File: src/rtl/observe_trigger.sv
// observe_trigger: two-stage masked sequence trigger over a registered observe bus.
// Patterns and window come from a bit-serial configuration chain that is only
// writable while the trigger is idle. A decision taken at an edge shows up as a
// one-cycle trig_o pulse after that edge.

// Masked equality compare for one trigger stage.
module observe_trigger_stage #(
   parameter int N_OBS = 8
) (
   input  logic [N_OBS-1:0] obs_i,
   input  logic [N_OBS-1:0] val_i,
   input  logic [N_OBS-1:0] mask_i,
   output logic             match_o
);
   // Mask bit 1 = compared; an all-zero mask matches anything.
   assign match_o = (((obs_i ^ val_i) & mask_i) == '0);
endmodule

module observe_trigger #(
   parameter int N_OBS = 8,
   parameter int CNT_W = 8
) (
   input  logic             clk,
   input  logic             rst,
   input  logic [N_OBS-1:0] obs_in,
   input  logic             arm,
   input  logic             cfg_we,
   input  logic             cfg_bit,
   input  logic             hit_clr,
   output logic             trig_o,
   output logic [CNT_W-1:0] hit_cnt,
   output logic [1:0]       state_o
);
   localparam int L = 4*N_OBS + CNT_W;

   typedef enum logic [1:0] {
      S_IDLE  = 2'b00,
      S_ARMED = 2'b01,
      S_SEQ   = 2'b10
   } state_t;

   // Field view of the chain; first bit shifted in ends up in s0_val[0].
   typedef struct packed {
      logic [CNT_W-1:0] win;
      logic [N_OBS-1:0] s1_mask;
      logic [N_OBS-1:0] s1_val;
      logic [N_OBS-1:0] s0_mask;
      logic [N_OBS-1:0] s0_val;
   } cfg_t;

   state_t           state_q, state_d;
   logic [L-1:0]     cfg_q, cfg_d;
   logic [N_OBS-1:0] obs_q;
   logic [CNT_W-1:0] win_cnt_q, win_cnt_d;
   logic [CNT_W-1:0] hit_q, hit_d;
   logic             trig_q, trig_d;
   cfg_t             cfg;

   logic [1:0][N_OBS-1:0] stage_val, stage_mask;
   logic [1:0]            stage_match;
   logic                  m0, m1;

   assign cfg        = cfg_t'(cfg_q);
   assign stage_val  = {cfg.s1_val,  cfg.s0_val};
   assign stage_mask = {cfg.s1_mask, cfg.s0_mask};

   for (genvar g = 0; g < 2; g++) begin : g_stage
      observe_trigger_stage #(.N_OBS(N_OBS)) u_stage (
         .obs_i   (obs_q),
         .val_i   (stage_val[g]),
         .mask_i  (stage_mask[g]),
         .match_o (stage_match[g])
      );
   end

   assign m0 = stage_match[0];
   assign m1 = stage_match[1];

   // Config chain shifts LSB-ward, only while idle so a live trigger never retargets.
   always_comb begin
      cfg_d = cfg_q;
      if (state_q == S_IDLE && cfg_we) cfg_d = {cfg_bit, cfg_q[L-1:1]};
   end

   // Sequence FSM: stage-0 hit opens a window of win samples for stage 1.
   always_comb begin
      state_d   = state_q;
      win_cnt_d = win_cnt_q;
      trig_d    = 1'b0;
      unique case (state_q)
         S_IDLE: begin
            if (arm) state_d = S_ARMED;
         end
         S_ARMED: begin
            if (!arm) begin
               state_d = S_IDLE;
            end else if (m0) begin
               if (cfg.win == '0) begin
                  trig_d = 1'b1;
               end else begin
                  state_d   = S_SEQ;
                  win_cnt_d = cfg.win;
               end
            end
         end
         S_SEQ: begin
            // Stage-0 matches are ignored here; the window never restarts.
            if (!arm) begin
               state_d = S_IDLE;
            end else if (m1) begin
               trig_d  = 1'b1;
               state_d = S_ARMED;
            end else if (win_cnt_q == CNT_W'(1)) begin
               state_d = S_ARMED;
            end else begin
               win_cnt_d = win_cnt_q - CNT_W'(1);
            end
         end
         default: state_d = S_IDLE;
      endcase
   end

   // Saturating hit counter; clear wins over a same-cycle trigger.
   always_comb begin
      hit_d = hit_q;
      if (hit_clr)                      hit_d = '0;
      else if (trig_d && hit_q != '1)   hit_d = hit_q + CNT_W'(1);
   end

   // State, config and observe registers with synchronous reset.
   always_ff @(posedge clk) begin
      if (rst) begin
         state_q   <= S_IDLE;
         cfg_q     <= '0;
         obs_q     <= '0;
         win_cnt_q <= '0;
         hit_q     <= '0;
         trig_q    <= 1'b0;
      end else begin
         state_q   <= state_d;
         cfg_q     <= cfg_d;
         obs_q     <= obs_in;
         win_cnt_q <= win_cnt_d;
         hit_q     <= hit_d;
         trig_q    <= trig_d;
      end
   end

   assign trig_o  = trig_q;
   assign hit_cnt = hit_q;
   assign state_o = state_q;
endmodule
File: config.mk
export PLATFORM = sky130hd
export DESIGN_NAME = observe_trigger
export DESIGN_NICKNAME = d
export VERILOG_FILES = /design/src/rtl/observe_trigger.sv
export SDC_FILE = /design/constraint.sdc
export NUM_CORES = 1
export LEC_CHECK = 0
export ABC_AREA = 1
export BUFFER_PORTS_ARGS = -buffer_cell sky130_fd_sc_hd__buf_2
export CAP_MARGIN = 15
export CELL_PAD_IN_SITES_DETAIL_PLACEMENT = 0
export CELL_PAD_IN_SITES_GLOBAL_PLACEMENT = 1
export CORE_UTILIZATION = 35
export DETAILED_ROUTE_END_ITERATION = 8
export PLACE_DENSITY_LB_ADDON = 0.1
export SYNTH_ARGS = -nofsm -noshare
export SYNTH_HDL_FRONTEND = slang
export SYNTH_SLANG_ARGS = --single-unit
File: constraint.sdc
create_clock -name clk -period 3.75 [get_ports clk]
set_input_delay 0.375 -clock clk [delete_from_list [all_inputs] [get_ports clk]]
set_output_delay 0.375 -clock clk [all_outputs]
set_load 0.1 [all_outputs]
==> impl_metrics.py <==
metrics = {
    "finish": {
        "final_cell_count_no_fill": 612,
        "seqCellArea_um2": 1341,
        "fin_util_pct": 41.18,
        "fillers": 965,
        "nNetsFinal": 520,
        "antenna_cells": 0,
        "syn_to_final_growth_pct": 13.20,
        "multiInputGateArea_um2": 1558,
        "fin_area_um2": 3626,
        "drive_gt1_share_pct": 12.90,
    },
    "critical_path": {
        "crit_type": "reg2reg",
        "reg2reg_slack_ps": 1880,
        "reg2reg_from": "state_o[0]$_SDFFE_PP0P_",
        "r2r_cells": 9,
        "r2r-end": "win_cnt_q[0]$_SDFFE_PP0P_",
        "start_kind": "flop",
        "worstPathArrival_ps": 2110,
        "crit_path_end_kind": "flop",
        "critPathLaunch": "state_o[0]$_SDFFE_PP0P_",
        "crit_fanout": 12,
        "critPathCapture": "win_cnt_q[0]$_SDFFE_PP0P_",
        "cp.required_ps": 3990,
    },
    "logic_synthesis": {
        "syn_inst": 476,
        "yosys_warnings": 0,
        "synth_area_leaders": "dfxtp_1 42%, nand2_1 11%, nor2_1 11%",
        "ys_types": 28,
        "ys_ff_latch": 67,
        "synthesis.area_um2": 3203,
        "ys_seq_area_share_pct": 41.87,
        "synth_area_leader_cell": "dfxtp_1",
        "synth_top_area_share_pct": 41.88,
        "avgSynthCellArea_um2": 6.729,
        "synthesis.nets": 497,
    },
    "outcome": {
        "outcome": "complete, but fails checks",
        "violations": "design-rule violations",
    },
    "route": {
        "drt-initial-drc-count": 136,
        "drc_errors": 4,
        "drtAntennaViolNets": 0,
        "wl_per_cell_um": 12.04,
        "drt_pass1_iterations": 6,
        "totalWireLength_um": 7369,
        "post_drt_via_cell_ratio": 4.698,
        "vias": 2875,
    },
    "floorplan": {
        "die_h_um": 97.67,
        "die-area_um2": 9538,
        "die_w_um": 97.67,
        "start_util_pct": 36.37,
        "core_um2": 8806,
        "fp-row-count": 34,
        "io_pins": 25,
    },
    "power": {
        "power_frac_clock_pct": 22.9,
        "internal-power_uw": 1548,
        "leakage_uw": 0.001693,
        "powerDensity_nw_per_um2": 752.9,
        "power.switching_uw": 1182,
        "pwr-share-seq_pct": 37.5,
        "ir_worst_vdd_mv": 0.2396,
        "swShare_pct": 43.31,
        "pwr-share-comb_pct": 39.6,
    },
    "sta": {
        "hold_viol": 0,
        "fin_ws_ps": 1880,
        "fin_crit_ps": 1870,
        "finalClockSkew_ps": 12.54,
        "setup_viol": 0,
        "rsz0062_at_grt": "false",
        "worst_pin_slew_ps": 805.3,
        "max_freq_mhz": 534.8,
        "period_share_pct": 49.86,
        "final_max_slew_viol_count": 0,
        "relSlewSlack_pct": 46.26,
        "tns_ps": 0,
    },
    "clock_network": {
        "cts_tree": "built",
        "htreeDepth": 3,
        "post_cts_buffers": 0,
        "insertion_delay_ps": 340,
        "cts_made_buffers": 9,
        "holdBufCountCts": 0,
        "clock-sinks": 67,
        "root_buffer": "clkbuf_8",
        "cts_buffer_depth": 2,
        "clk_pin_slew_worst_paths_ps": 80,
        "cts_resized": 0,
    },
    "placement": {
        "hpwlAfterDp_um": 5144,
        "pre_cts_ws_ps": 1803,
        "gp_congestion": 0.7511,
        "dpl_cell_area_um2": 3422,
        "dp.cells": 596,
        "io_buffer_count": 24,
    },
    "global_routing": {
        "grt_usage_pct": 17.16,
        "overflow": 0,
        "grt_max_degree": 53,
        "antenna_found_initial": 0,
        "grt_pass1_wl_um": 12990,
        "grt_pass1_vias": 2773,
    },
    "flow_run": {
        "drv_cap": 0,
    },
    "min_path": {
        "hp-start": "obs_in[2]",
        "hold_class": "in2reg",
    },
}
==> power groups by stage <==
| stage | Sequential, uW | Combinational [uW] | Clock (uW) |
|---|---|---|---|
| final | 1020 | 1080 | 625 |
| after global routing | 1050 | 1250 | 673 |
| after CTS | 1020 | 1090 | 639 |
| after detailed placement | 1040 | 1080 | 0 |
| after global placement | 1040 | 1080 | 0 |
| after floorplan | 1100 | 772 | 0 |
==> cell families after synthesis <==
family	share of synthesized area (%)
buf+inv	9.492
compound gates	13.09
flops	41.88
fa+ha+maj	2.734
simple gates	31.99
xor+xnor	0.8205
==> stage by stage <==
| step | hold slack (ps) | power [uW] |
|---|---|---|
| 2_1_floorplan | 443.1 | 1875 |
| 3_3_place_gp | 460.6 | 2118 |
| 3_5_place_dp | 466.3 | 2121 |
| 4_1_cts | 219.6 | 2751 |
| 5_1_grt | 222.1 | 2979 |
| 6_report | 232.1 | 2730 |
==> critical path, stage by stage, from the launching register on <==
cell and delay, ps:
dfxtp_1 340, inv_1 110, ha_1 390, inv_1 280, nand2_1 150, nand2_2 110
nand2_4 150, clkinv_2 90, nor2_1 120, nor2_2 50
==> area by class of cell <==
cell class | count | area share (%)
multi-input combinational | 329 | 42.96
timing repair buffer | 27 | 3.934
sequential | 67 | 36.99
tap | 108 | 3.727
inverter | 65 | 6.763
clock buffer | 11 | 3.899
clock inverter | 5 | 1.725
==> worst min-delay path by stage <==
| stage | cells after the start | end | slack (ps) |
|---|---|---|---|
| 6_report | 3 | obs_q[2]$_SDFF_PP0_ | 230 |
| 5_1_grt | 3 | obs_q[0]$_SDFF_PP0_ | 220 |
| 4_1_cts | 3 | obs_q[4]$_SDFF_PP0_ | 220 |
| 3_5_place_dp | 2 | cfg[22]$_SDFFE_PP0P_ | 470 |
| 3_3_place_gp | 2 | cfg[22]$_SDFFE_PP0P_ | 460 |
| 2_1_floorplan | 2 | cfg[34]$_SDFFE_PP0P_ | 440 |
==> cells in the final DEF (no fill, tap or decap), drive strengths merged <==
| master | netlist | layout |
|---|---|---|
| nor2 | 99 | 99 |
| nand2 | 97 | 97 |
| dfxtp | 67 | 67 |
| inv | 63 | 63 |
| o21ai | 52 | 52 |
| nand3 | 32 | 32 |
| buf | 2 | 27 |
| a21oi | 26 | 26 |
| clkbuf | 13 | 11 |
| ha | 7 | 7 |
| nand4 | 6 | 6 |
| clkinv | 2 | 4 |
| or2 | 2 | 2 |
| xor2 | 2 | 2 |
| nand3b | 2 | 2 |
| clkinvlp | 0 | 2 |
| nor3 | 1 | 1 |
| and2 | 1 | 1 |
| xnor2 | 1 | 1 |
| a31oi | 1 | 1 |
| bufinv | 0 | 1 |
==> cells in the mapped netlist <==
cell type / count
nand2_1: 93
nor2_1: 92
dfxtp_1: 67
inv_1: 56
o21ai_0: 49
nand3_1: 31
a21oi_1: 25
clkbuf_1: 13
ha_1: 7
inv_2: 7
nor2_2: 7
nand4_1: 6
buf_2: 2
nand2_2: 2
nand2_4: 2
nand3b_1: 2
o21ai_1: 2
or2_1: 2
xor2_1: 2
a21oi_4: 1
a31oi_1: 1
and2_4: 1
clkinv_1: 1
clkinv_2: 1
nand3_4: 1
nor3_1: 1
o21ai_4: 1
xnor2_1: 1
==> layer usage <==
metal	GRT usage, %	wire [um]	part of all wire [%]
met1	23.66	3902	53
met2	26.57	3158	43
met3	2.806	209	2.8
met4	6.993	99	1.3
met5	0	0	0
==> flip-flops by register name, summed over array words and instances, names as in the netlist <==
| register | cells |
|---|---|
| state_o | 2 |
| hit_cnt | 8 |
| trig_o | 1 |
| obs_q | 8 |
| win_cnt_q | 8 |
| cfg | 40 |
No activity file was read; power rests on OpenSTA's default activity.
